### src/rtl/counter_pkg.sv
// counter_pkg: shared encodings for the counter_updown_mod family.
//   MODE_WRAP / MODE_SAT : values of the mode input (wrap or saturate at a boundary)
//   DIR_UP / DIR_DOWN    : values of the dir input
package counter_pkg;

    localparam logic MODE_WRAP = 1'b0;
    localparam logic MODE_SAT  = 1'b1;

    localparam logic DIR_UP    = 1'b1;
    localparam logic DIR_DOWN  = 1'b0;

endpackage

### src/rtl/counter_updown_mod_if.sv
// counter_updown_mod_if: control and status bundle of counter_updown_mod.
//   en, dir, mode, load, load_val, mod_max : controls, driven by the master
//   count, carry, borrow                   : registered outputs of the counter
//   at_max, at_zero                        : combinational status of the counter
// There is no handshake. Controls are sampled on every rising clock edge, and
// outputs are valid in every cycle.
interface counter_updown_mod_if #(
    parameter int WIDTH = 8
);
    logic             en;
    logic             dir;
    logic             mode;
    logic             load;
    logic [WIDTH-1:0] load_val;
    logic [WIDTH-1:0] mod_max;
    logic [WIDTH-1:0] count;
    logic             carry;
    logic             borrow;
    logic             at_max;
    logic             at_zero;

    modport master (
        output en, dir, mode, load, load_val, mod_max,
        input  count, carry, borrow, at_max, at_zero
    );

    modport slave (
        input  en, dir, mode, load, load_val, mod_max,
        output count, carry, borrow, at_max, at_zero
    );
endinterface

### src/rtl/counter_prescaler.sv
// counter_prescaler: divides enabled cycles by PRESCALE.
//   clk   : rising-edge clock
//   reset : synchronous active-high reset, phase -> 0
//   clr   : synchronous phase clear, phase -> 0
//   en    : advance the phase this cycle
//   tick  : combinational, high on the enabled cycle that completes a period
// The phase runs 0..PRESCALE-1. When en is low, the phase holds.
module counter_prescaler #(
    parameter int PRESCALE = 4
) (
    input  logic clk,
    input  logic reset,
    input  logic clr,
    input  logic en,
    output logic tick
);
    localparam int PW = (PRESCALE > 1) ? $clog2(PRESCALE) : 1;
    localparam logic [PW-1:0] LAST = PW'(PRESCALE - 1);

    logic [PW-1:0] phase_q;
    logic [PW-1:0] phase_d;

    assign tick = en && (phase_q == LAST);

    always_comb begin
        phase_d = phase_q;
        if (clr) begin
            phase_d = '0;
        end else if (tick) begin
            phase_d = '0;
        end else if (en) begin
            phase_d = phase_q + PW'(1);
        end
    end

    always_ff @(posedge clk) begin
        if (reset) begin
            phase_q <= '0;
        end else begin
            phase_q <= phase_d;
        end
    end
endmodule

### src/rtl/counter_updown_mod.sv
// counter_updown_mod: up/down counter with a programmable modulus.
//   The count range is 0..mod_max. The counter wraps or saturates at either
//   boundary, and it has a count enable and a parallel load. carry and borrow
//   are registered one-cycle event pulses.
// Ports:
//   clk   : rising-edge clock
//   reset : synchronous active-high reset
//   bus   : counter_updown_mod_if.slave
//           (en, dir, mode, load, load_val, mod_max -> count, carry, borrow, at_max, at_zero)
// Parameters: WIDTH (>=2) is the counter width. PRESCALE (>=1) is the number of
// enabled cycles per step.
// Optional feature macro PRESCALE_EN: when it is defined, a step happens only on
// every PRESCALE-th enabled cycle. When it is undefined, every enabled cycle is
// a step and PRESCALE is not used.
// Priority on each edge: reset > load > step > hold.
module counter_updown_mod
    import counter_pkg::*;
#(
    parameter int WIDTH    = 8,
    parameter int PRESCALE = 4
) (
    input  logic                 clk,
    input  logic                 reset,
    counter_updown_mod_if.slave  bus
);
    logic [WIDTH-1:0] count_q;
    logic [WIDTH-1:0] count_d;
    logic             carry_q;
    logic             carry_d;
    logic             borrow_q;
    logic             borrow_d;
    logic             step;

`ifdef PRESCALE_EN
    // A load restarts the prescale period. Cycles that carry a load do not
    // advance the phase, because the load takes priority over the step.
    counter_prescaler #(
        .PRESCALE (PRESCALE)
    ) u_prescaler (
        .clk   (clk),
        .reset (reset),
        .clr   (bus.load),
        .en    (bus.en && !bus.load),
        .tick  (step)
    );
`else
    assign step = bus.en && !bus.load;
`endif

    always_comb begin
        count_d  = count_q;
        carry_d  = 1'b0;
        borrow_d = 1'b0;
        if (bus.load) begin
            count_d = (bus.load_val > bus.mod_max) ? bus.mod_max : bus.load_val;
        end else if (step) begin
            if (bus.dir == DIR_UP) begin
                if (count_q < bus.mod_max) begin
                    count_d = count_q + WIDTH'(1);
                end else begin
                    // At or above the top boundary. The >= also catches a
                    // mod_max that was lowered under the current count.
                    carry_d = 1'b1;
                    count_d = (bus.mode == MODE_WRAP) ? '0 : bus.mod_max;
                end
            end else begin
                if (count_q == '0) begin
                    borrow_d = 1'b1;
                    count_d  = (bus.mode == MODE_WRAP) ? bus.mod_max : '0;
                end else if (count_q > bus.mod_max) begin
                    // mod_max was lowered at runtime. Pull the count back into range.
                    count_d = bus.mod_max;
                end else begin
                    count_d = count_q - WIDTH'(1);
                end
            end
        end
    end

    always_ff @(posedge clk) begin
        if (reset) begin
            count_q  <= '0;
            carry_q  <= 1'b0;
            borrow_q <= 1'b0;
        end else begin
            count_q  <= count_d;
            carry_q  <= carry_d;
            borrow_q <= borrow_d;
        end
    end

    assign bus.count   = count_q;
    assign bus.carry   = carry_q;
    assign bus.borrow  = borrow_q;
    assign bus.at_max  = (count_q >= bus.mod_max);
    assign bus.at_zero = (count_q == '0);
endmodule

### src/flat_wrapper.sv
// flat-port wrapper written by rule: the top's interface ports become plain ports
module counter_updown_mod_flat import counter_pkg::*;
#(
    parameter int WIDTH    = 8,
    parameter int PRESCALE = 4
)
  (clk, reset, bus_en, bus_dir, bus_mode, bus_load, bus_load_val, bus_mod_max, bus_count, bus_carry, bus_borrow, bus_at_max, bus_at_zero);
  counter_updown_mod_if #(.WIDTH(WIDTH)) bus_i ();
  input  logic clk;
  input  logic reset;
  input wire logic [$bits(bus_i.en)-1:0] bus_en;
  input wire logic [$bits(bus_i.dir)-1:0] bus_dir;
  input wire logic [$bits(bus_i.mode)-1:0] bus_mode;
  input wire logic [$bits(bus_i.load)-1:0] bus_load;
  input wire logic [$bits(bus_i.load_val)-1:0] bus_load_val;
  input wire logic [$bits(bus_i.mod_max)-1:0] bus_mod_max;
  output wire logic [$bits(bus_i.count)-1:0] bus_count;
  output wire logic [$bits(bus_i.carry)-1:0] bus_carry;
  output wire logic [$bits(bus_i.borrow)-1:0] bus_borrow;
  output wire logic [$bits(bus_i.at_max)-1:0] bus_at_max;
  output wire logic [$bits(bus_i.at_zero)-1:0] bus_at_zero;
  assign bus_i.en = bus_en;
  assign bus_i.dir = bus_dir;
  assign bus_i.mode = bus_mode;
  assign bus_i.load = bus_load;
  assign bus_i.load_val = bus_load_val;
  assign bus_i.mod_max = bus_mod_max;
  assign bus_count = bus_i.count;
  assign bus_carry = bus_i.carry;
  assign bus_borrow = bus_i.borrow;
  assign bus_at_max = bus_i.at_max;
  assign bus_at_zero = bus_i.at_zero;
  counter_updown_mod #(.WIDTH(WIDTH), .PRESCALE(PRESCALE)) u_core (.clk(clk), .reset(reset), .bus(bus_i));
endmodule
### config.mk
export PLATFORM = sky130hd
export DESIGN_NAME = counter_updown_mod_flat
export DESIGN_NICKNAME = d
export VERILOG_FILES = /design/src/rtl/counter_pkg.sv /design/src/rtl/counter_updown_mod_if.sv /design/src/rtl/counter_prescaler.sv /design/src/rtl/counter_updown_mod.sv /design/src/flat_wrapper.sv
export SDC_FILE = /design/constraint.sdc
export NUM_CORES = 1
export LEC_CHECK = 0
export ABC_AREA = 1
export CAP_MARGIN = 20
export CORE_MARGIN = 5
export CORE_UTILIZATION = 45
export CTS_CLUSTER_SIZE = 16
export DETAILED_ROUTE_END_ITERATION = 10
export HOLD_SLACK_MARGIN = 0.12
export PLACE_DENSITY = 0.74
export SLEW_MARGIN = 0
export SYNTH_ARGS = -nofsm -noshare
export SYNTH_HDL_FRONTEND = slang
export SYNTH_SLANG_ARGS = --single-unit
### constraint.sdc
create_clock -name clk -period 1.8 [get_ports clk]
set_clock_uncertainty 0.2 [all_clocks]
set_input_delay 0.27 -clock clk [delete_from_list [all_inputs] [get_ports clk]]
set_output_delay 0.27 -clock clk [all_outputs]
set_load 0.02 [all_outputs]
==> results.yml <==
routing:
  vias: 2543
  wl_per_cell_um: 17.1
  drc: 0
  firstDrtPassIters: 5
  routed_wl_um: 7790
  ant_nets: 0
  viasPerCell: 5.58
  drt_iter0_markers: 297
critical_path:
  critical_path.top_delay_family: "simple AND/OR/NAND/NOR gates"
  cp-startpoint: "u_core.bus.count[1]"
  path_class: "reg2reg"
  cp_max_fo: 4
  cp_slowest_cell: "dfxtp_2"
  critPathCapture: "u_core.bus.count[4]"
  path_buf_inv: 4
  slowest_delay_ps: 360
  crit_path_start_kind: "register"
  end_kind: "register"
  critPathRequiredTime_ps: 1780
  arrival_ps: 2030
  reg2reg_from: "u_core.bus.count[1]"
  reg2reg_slack_ps: -260
  r2r_cells: 12
  cp_num_cells: 12
  path_cells: "buf_4 -> inv_2 -> buf_4 -> ha_1 -> nand3_1 -> xor2_1 -> inv_1 -> nand2_1 -> nand3_1 -> nand2_1 -> nand2_1 -> a21oi_2"
  path_common_cell: "nand2_1"
  r2r_end: "u_core.bus.count[4]"
cts:
  cts_tree: "yes"
  cts_sinks: 10
  cts-root-buf: "clkbuf_8"
  cts_made_buffers: 3
  htreeDepth: 1
  cts.clk_slew.worst_paths_ps: 50
  clk_path_buf_depth: 2
  clk_latency_ps: 250
floorplan:
  rows: 22
  die_area_um2: 5290
  initial_utilization_pct: 47.3
  core_area_um2: 3740
  die_y_um: 72.7
  die_x_um: 72.7
  ios: 34
synth:
  synthCells: 312
  syn_avg_cell_area_um2: 5.67
  synth_top_area_share_pct: 18.9
  yosys_most_used_dff: "dfxtp_1"
  synth_edf_count: 0
  ys_ff_latch: 10
  synth_warnings: 0
  synthTopCellsByArea: "nand2_1 19%, ha_1 13%, nand3_1 12%, dfxtp_1 11%, nor2_1 9.1%"
  synth_area_um2: 1770
  synth_area_leader_cell: "nand2_1"
  ys_types: 25
  yosysSeqAreaShare_pct: 11.3
  synthArstFlopShare_pct: 0
  syn_nets: 353
timing:
  fin_ws_ps: -255
  setup_violations: 10
  hold_ws_ps: 320
  finalCritPeriodShare_pct: 114
  tightest_slew_ps: 350
  finalHoldViolCount: 0
  period_needed_ps: 2060
  slew_violations: 0
  max_slew_margin_pct: 76.6
  rsz0062_at_grt: "yes"
  fmax_mhz: 487
hold_path:
  min_path_type: "in2reg"
  min-delay-start: "bus_mod_max[6]"
global_routing:
  grt_pass1_vias: 2364
  grtUsageTotal_pct: 28.4
  grt_antenna_before_repair: 1
  grt_pass1_wl_um: 11600
  overflow: 0
  grt_max_degree: 15
final_layout:
  layout-drive-gt1-share_pct: 43.0
  layout.nets: 449
  area_growth_pct: 82.0
  finalInstanceArea_um2: 3220
  final_common_cell: "nand2_1"
  final_util_pct: 86.0
  final_cell_mix: "77 x nand2_1, 49 x buf_4, 39 x nor2_1"
  fill_cells: 211
  ff_latch_area_um2: 223
  multi_input_area_um2: 1800
power_and_ir_drop:
  p_per_area_nw_per_um2: 550
  power.leakage_nw: 1.59
  ir_drop_v: 0.000497
placed_design:
  portBuffers: 33
  pre_cts_slack_ps: -949
  placed_area_um2: 2770
  routabilityCongestion: 1.01
  hpwl_um: 4770
outcome:
  violations: "negative setup slack"
  status: "finished with violations"
run:
  cap_violations: 0
-- sequential cells by signal, indices dropped and copies added (netlist names) --
register           cells
u_core.bus.count       8
u_core.bus.carry       1
u_core.bus.borrow      1
-- per-layer routing --
metal	up-vias	global-route usage, %	wire length (µm)
met5	-	0	0
met4	0	13.7	437
met3	47	5.79	701
met2	156	47.6	3790
met1	1140	34.3	2870
li1	1200	-	-
-- through the flow --
step	cells	setup TNS (ps)	total power (W)
floorplan	312	-54.4	0.000869
global placement	435	-7880	0.00121
detailed placement	435	-8460	0.00122
CTS	450	-860	0.00167
global route	456	-2390	0.00189
finish	456	-1570	0.00177
-- cell families (layout without fill, tap and decap cells) --
kind of cell / Yosys count / in the layout / share of synthesized area (%)
simple gates: 190 / 192 / 48.5
buf+inv: 50 / 143 / 11.6
compound gates: 35 / 35 / 11.2
fa+ha+maj: 19 / 19 / 13.4
flops: 10 / 10 / 11.3
xor+xnor: 8 / 8 / 3.96
other cells: 0 / 1 / 0
-- final cells by class --
type                    count  share of cell area (%)
repair buffers            100                    28.3
inverters                  39                    5.36
well taps                  48                    1.86
flip-flops and latches     10                    6.92
clock buffers               4                    1.71
multi-input cells         254                    55.7
diodes                      1                  0.0777
-- worst min path at each step --
| stage | slack (ps) | to | cells past startpoint |
|---|---|---|---|
| 6_report | 320 | u_core.bus.count[6] | 6 |
| 3_3_place_gp | 580 | u_core.bus.count[0] | 6 |
| 4_1_cts | 300 | u_core.bus.count[7] | 6 |
| 3_5_place_dp | 580 | u_core.bus.count[0] | 6 |
| 5_1_grt | 350 | u_core.bus.count[7] | 6 |
| 2_1_floorplan | 270 | u_core.bus.carry | 2 |
-- worst min-delay path: stages --
cell and delay [ps]:
buf_6 80, buf_4 100, a21oi_1 50, nand2_1 60, nand2_1 60, a21oi_2 110
-- synth_stat cells (3+ instances only) --
library cell / number
a21oi_1: 26
dfxtp_1: 10
a21oi_2: 4
nand2_2: 5
inv_1: 35
a21o_1: 3
nand3_1: 41
nor2_2: 3
buf_4: 3
xor2_1: 7
nor2_1: 43
inv_2: 4
ha_1: 19
nand2_1: 89
buf_2: 5
-- repair_timing --
action / in CTS / in global routing
cloned: 2 / 0
endpoints found under the setup margin: 17 / 12
hold buffers: 0 / 0
endpoints found under the hold margin: 0 / 0
pin swaps: 25 / 3
resized for setup: 110 / 19
buffers inserted: 9 / 5
-- where the power goes --
group	switching [W]	internal, W
Clock	0.000107	0.000194
Sequential	0.0000214	0.000244
Combinational	0.000660	0.000546
Power figures use the tool's default switching activity.
